[src/rtl/gf2m_pkg.sv]
// Shared constants and FSM encoding for the gf2m digit-serial multiplier front end.
// G163 is the default low part of the 163-bit reduction polynomial.
package gf2m_pkg;
    localparam int DATA_WIDTH     = 163;
    localparam int DIGITAL        = 8;
    localparam int ITN            = (DATA_WIDTH + DIGITAL - 1) / DIGITAL;
    localparam int DATA_WIDTH_BIN = DIGITAL * ITN;
    localparam int TIMEOUT        = 4;

    localparam logic [DATA_WIDTH-1:0] G163 = 163'hC9;

    typedef enum logic [2:0] {
        ST_IDLE  = 3'd0,
        ST_START = 3'd1,
        ST_FEED  = 3'd2,
        ST_WAIT  = 3'd3,
        ST_HOLD  = 3'd4
    } feed_state_e;
endpackage

[src/rtl/gf2m_digit_shreg.sv]
// Loadable shift register holding the zero-padded multiplier; presents its top digit
// and moves the next digit up on each shift.
module gf2m_digit_shreg
    import gf2m_pkg::*;
(
    input  logic                      clk,
    input  logic                      rst,
    input  logic                      load_i,
    input  logic                      shift_i,
    input  logic [DATA_WIDTH_BIN-1:0] din_i,
    output logic [DIGITAL-1:0]        digit_o
);
    logic [DATA_WIDTH_BIN-1:0] shreg_q, shreg_d;

    always_comb begin
        shreg_d = shreg_q;
        if (load_i) begin
            shreg_d = din_i;
        end else if (shift_i) begin
            shreg_d = {shreg_q[DATA_WIDTH_BIN-DIGITAL-1:0], {DIGITAL{1'b0}}};
        end
    end

    always_ff @(posedge clk or posedge rst) begin
        if (rst) begin
            shreg_q <= '0;
        end else begin
            shreg_q <= shreg_d;
        end
    end

    assign digit_o = shreg_q[DATA_WIDTH_BIN-1 -: DIGITAL];
endmodule

[src/rtl/gf2m_digit_feeder.sv]
// Sequencer for the gf2m digit-serial core: start pulse, MSB-first digits, result capture.
// Optional WAIT-state timeout is enabled with the GF2M_FEED_TIMEOUT_EN macro.
module gf2m_digit_feeder
    import gf2m_pkg::*;
(
    input  logic                  clk,
    input  logic                  rst,
    input  logic                  in_valid,
    output logic                  in_ready,
    input  logic [DATA_WIDTH-1:0] in_a,
    input  logic [DATA_WIDTH-1:0] in_b,
    input  logic [DATA_WIDTH-1:0] in_g,
    output logic                  core_start,
    output logic [DATA_WIDTH-1:0] core_a,
    output logic [DATA_WIDTH-1:0] core_g,
    output logic [DIGITAL-1:0]    core_b,
    input  logic                  core_done,
    input  logic [DATA_WIDTH-1:0] core_t,
    output logic                  res_valid,
    input  logic                  res_ready,
    output logic [DATA_WIDTH-1:0] res_data,
    output logic                  res_err,
    output logic [2:0]            dbg_state_o
);
    localparam int CNT_W = $clog2(ITN);

    // Handshakes: a transfer happens on the rising edge where valid and ready are both 1;
    // valid and its data must stay stable until then, and ready never depends on valid.
    feed_state_e           state_q, state_d;
    logic [CNT_W-1:0]      cnt_q, cnt_d;
    logic [DATA_WIDTH-1:0] a_q, a_d, g_q, g_d, res_data_q, res_data_d;
    logic                  sh_load, sh_shift, timeout_hit;
    logic [DIGITAL-1:0]    sh_digit;

    gf2m_digit_shreg u_shreg (
        .clk     (clk),
        .rst     (rst),
        .load_i  (sh_load),
        .shift_i (sh_shift),
        .din_i   ({{(DATA_WIDTH_BIN-DATA_WIDTH){1'b0}}, in_b}),
        .digit_o (sh_digit)
    );

    always_comb begin
        state_d    = state_q;
        cnt_d      = cnt_q;
        a_d        = a_q;
        g_d        = g_q;
        res_data_d = res_data_q;
        sh_load    = 1'b0;
        sh_shift   = 1'b0;
        case (state_q)
            ST_IDLE: begin
                if (in_valid) begin
                    a_d     = in_a;
                    g_d     = in_g;
                    sh_load = 1'b1;
                    cnt_d   = '0;
                    state_d = ST_START;
                end
            end
            ST_START: state_d = ST_FEED;
            ST_FEED: begin
                sh_shift = 1'b1;
                if (cnt_q == CNT_W'(ITN-1)) begin
                    cnt_d   = '0;
                    state_d = ST_WAIT;
                end else begin
                    cnt_d = cnt_q + 1'b1;
                end
            end
            ST_WAIT: begin
                if (core_done) begin
                    res_data_d = core_t;
                    state_d    = ST_HOLD;
                end else if (timeout_hit) begin
                    res_data_d = '0;
                    state_d    = ST_HOLD;
                end
            end
            ST_HOLD: begin
                if (res_ready) begin
                    state_d = ST_IDLE;
                end
            end
            default: state_d = ST_IDLE;
        endcase
    end

    always_ff @(posedge clk or posedge rst) begin
        if (rst) begin
            state_q    <= ST_IDLE;
            cnt_q      <= '0;
            a_q        <= '0;
            g_q        <= '0;
            res_data_q <= '0;
        end else begin
            state_q    <= state_d;
            cnt_q      <= cnt_d;
            a_q        <= a_d;
            g_q        <= g_d;
            res_data_q <= res_data_d;
        end
    end

`ifdef GF2M_FEED_TIMEOUT_EN
    localparam int WAIT_W = $clog2(TIMEOUT + 1);
    logic [WAIT_W-1:0] wait_q, wait_d;
    logic              res_err_q, res_err_d;

    // Fires in the TIMEOUT-th WAIT cycle when done still has not arrived.
    assign timeout_hit = (state_q == ST_WAIT) && !core_done && (wait_q == WAIT_W'(TIMEOUT-1));

    always_comb begin
        wait_d    = (state_q == ST_WAIT) ? wait_q + 1'b1 : '0;
        res_err_d = res_err_q;
        if (timeout_hit) begin
            res_err_d = 1'b1;
        end else if ((state_q == ST_HOLD) && res_ready) begin
            res_err_d = 1'b0;
        end
    end

    always_ff @(posedge clk or posedge rst) begin
        if (rst) begin
            wait_q    <= '0;
            res_err_q <= 1'b0;
        end else begin
            wait_q    <= wait_d;
            res_err_q <= res_err_d;
        end
    end

    assign res_err = res_err_q;
`else
    assign timeout_hit = 1'b0;
    assign res_err     = 1'b0;
`endif

    assign in_ready    = (state_q == ST_IDLE);
    assign core_start  = (state_q == ST_START);
    assign core_b      = (state_q == ST_FEED) ? sh_digit : '0;
    assign core_a      = a_q;
    assign core_g      = g_q;
    assign res_valid   = (state_q == ST_HOLD);
    assign res_data    = res_data_q;
    assign dbg_state_o = state_q;
endmodule

[config.mk]
export PLATFORM = sky130hd
export DESIGN_NAME = gf2m_digit_feeder
export DESIGN_NICKNAME = d
export VERILOG_FILES = /design/src/rtl/gf2m_pkg.sv /design/src/rtl/gf2m_digit_shreg.sv /design/src/rtl/gf2m_digit_feeder.sv
export SDC_FILE = /design/constraint.sdc
export NUM_CORES = 2
export LEC_CHECK = 0
export ABC_AREA = 1
export CORE_AREA = 4 4 447 449
export DETAILED_ROUTE_END_ITERATION = 16
export DIE_AREA = 0 0 451 453
export PLACE_DENSITY = 0.45
export SLEW_MARGIN = 15
export SYNTH_ARGS = -nofsm -noshare
export SYNTH_HDL_FRONTEND = slang
export SYNTH_SLANG_ARGS = --single-unit
[constraint.sdc]
create_clock -name clk -period 42.2 [get_ports clk]
set_input_delay 8.44 -clock clk [delete_from_list [all_inputs] [get_ports clk]]
set_output_delay 8.44 -clock clk [all_outputs]
set_load 0.01 [all_outputs]
==> flow_metrics.tcl <==
set metrics [dict create \
    status "finished, final reports clean" \
    clk_path_buf_depth 3 \
    fmax_mhz 85.54 \
    crit_arrival_ns 12.46 \
    root_buffer "clkbuf_16" \
    met1_length_mm 53.59 \
    finalCritPeriodShare_pct 27.70 \
    hold_start "u_shreg.shreg_q[166]" \
    syn_to_final_growth_pct 64.15 \
    fp-row-count 163 \
    vias_per_cell 3.589 \
    grt_pass1_wl_mm 198.4 \
    wl_met3_mm 12.43 \
    start_util_pct 13.73 \
    drt-initial-drc-count 1950 \
    synth_compound_area_share_pct 6.076 \
    holdPathStages 2 \
    fin_area_sq_um 44220 \
    async_reset_ff_share_pct 100.0 \
    slew_violations 0 \
    total_power_uw 3283 \
    worstMarginPinSlew_ns 1.309 \
    crit_family "buffers and inverters" \
    worstPathMaxFanout 70 \
    synthAdderAreaFrac_pct 0.09290 \
    clk_transition_reported_paths_ns 0.06 \
    end_kind "asynchronous set/reset pin" \
    post-place-ws_ns 29.55 \
    criticalPathCategory "in -> async" \
    wl_per_cell_um 20.65 \
    p_leak_uw 0.02107 \
    rrSetupSlack_ns 38.04 \
    grt_pass1_vias 25240 \
    synth_area_per_cell_sq_um 8.439 \
    synth_common_cells "1507 x nand2_1, 665 x dfrtp_1, 326 x inv_1" \
    drv_cap 0 \
    reg2reg_from "dbg_state_o[1]" \
    whs_endpoint "u_shreg.shreg_q[166]" \
    timing.rr.end "res_data[64]" \
    fin_setup_tns_ns 0 \
    period_minus_slack_ns 11.69 \
    io_buffers 1159 \
    drtPass1Iterations 5 \
    routabilityCongestion 0.9257 \
    cts_inserted_buffers 86 \
    r2r_cells 5 \
    synth-seq-cells 665 \
    ys_seq_area_share_pct 61.78 \
    fin_skew_ns 0.02332 \
    grt_start_max_net_pins 241 \
    drive_above_1_share_pct 3.930 \
    ant_nets 0 \
    slew_headroom_pct 12.74 \
    hold_viol_final 0 \
    cts_tree "done" \
    clock_sinks 665 \
    muxShareOfSynthArea_pct 0 \
    synth_ff_type "dfrtp_1" \
    gr-usage-all-layers_pct 13.60 \
    place_area_sq_um 41260 \
    syn_nets 3851 \
    io_pins 1161 \
    grt.overflow.total 0 \
    path_cells "clkdlybuf4s50_1 -> inv_8 -> buf_4 -> buf_4 -> buf_4 -> buf_4" \
    hp-class "reg -> reg" \
    drc_errors 0 \
    cp-start-kind "primary input" \
    synthDistinctLibCells 24 \
    synth_edf_count 0 \
    ys_warn_count 0 \
    cts_setup_buffers 0 \
    rsz0062_at_grt "no" \
    die_w_um 451 \
    syn_area_sq_um 26940 \
    htree_num_levels 3 \
    synth_top_family_by_area "simple AND/OR/NAND/NOR gates" \
    final-setup-viol-count 0 \
    post_cts_resized 0 \
    crit_buf_inv 6 \
    vdd_ir_drop_max_mv 0.03184 \
    crit_path_frequent_cell "buf_4" \
    power.density_nw_per_um2 74.25 \
    worst_slack_ns 30.51 \
    top_layer "met5" \
    dp_hpwl_mm 111.6 \
    syn_inst 3192 \
    worst-endpoint-required_ns 42.97 \
    clk_latency_ns 0.71 \
    synth_xor_xnor_area_share_pct 0.06503 \
    synth_most_common_cell "nand2_1" \
    layout.nets 4942 \
    core_area_sq_um 196200 \
    yosys.area_share.simple_pct 24.31 \
    cp_slowest_stage_delay_ns 0.83 \
    synth_top_area_share_pct 61.78 \
    hold_buffers 0 \
    vias 25150 \
    synth.area.top_cells "dfrtp_1 62%, nand2_1 21%, o21ai_0 5.4%" \
    route.met2.wl_mm 72.70 \
    grt_antenna_before_repair 91 \
    wl_mm 144.7 \
    worst_hold_slack_ns 0.4698 \
    die_area_sq_um 204300 \
    crit_slowest_cell "buf_4" \
    yosysTopAreaCell "dfrtp_1" \
    die_y_um 453 \
]
-- kinds of logic (layout without fill, tap and decap cells) --
logic type,count (synthesis),in the layout
AND/OR/NAND/NOR,1689,1689
flip-flops,665,665
buffers and inverters,509,1668
AO/OA/AOI/OAI,324,324
adder cells (fa/ha/maj),2,2
XOR/XNOR,2,2
other,1,18
-- worst max-delay path by stage --
stage                         startpoint          end  depth (start not counted)
final                                rst  core_a[116]                          6
after global routing                 rst  core_a[116]                          6
after CTS                 dbg_state_o[0]    core_b[0]                          4
after detailed placement             rst  core_a[116]                          6
after global placement               rst  core_a[116]                          6
after floorplan                      rst     cnt_q[0]                          1
-- cells in the final DEF, fill, tap and decap left out, types with 9 or more instances in the layout --
cell,synthesis,final
inv_1,326,325
nand3_1,149,149
clkbuf_16,0,87
clkbuf_8,0,25
buf_4,4,21
nand2_1,1507,1506
clkbuf_1,58,18
o21ai_0,292,292
nor2_1,26,26
diode_2,0,17
dfrtp_1,665,665
a31oi_1,10,10
clkdlybuf4s50_1,0,1159
o21ai_1,21,21
clkinv_2,0,9
-- per-stage QoR --
stage	std cells	util, %
5_1_grt	7003	22.53
6_report	7008	22.54
3_3_place_gp	6835	21.03
3_5_place_dp	6835	21.03
2_1_floorplan	3192	-
4_1_cts	6991	22.52
-- routing by layer --
metal	vias to the layer above	GRT usage (%)
met5	-	0
met2	982	23.77
met1	11920	14.97
li1	11920	-
met4	34	5.515
met3	301	4.886
-- tightest hold or removal path, stage by stage (launching register included) --
cell and delay [ns]:
dfrtp_1 0.34, nand2_1 0.06, nand2_1 0.05
-- registers in the layout (all words and copies together) (netlist names) --
signal and flops:
dbg_state_o 3, core_g 163, core_a 163, u_shreg.shreg_q 168, res_data 163, cnt_q 5
-- report_power, final --
group	total [uW]	switching (uW)	internal (uW)
sequential	1130	185	942
clock	758	319	439
combinational	1400	755	643
-- final cells by class --
| cell class | count | area [sq um] |
|---|---|---|
| diodes | 17 | 42.54 |
| clock buffers | 130 | 2589 |
| clock inverters | 26 | 321.6 |
| fillers | 21620 | 152000 |
| inverters | 329 | 1255 |
| multi-input cells | 2018 | 8245 |
| flip-flops and latches | 665 | 16640 |
| well taps | 2640 | 3303 |
| repair buffers | 1183 | 11820 |
(Power assumes the default switching activity.)
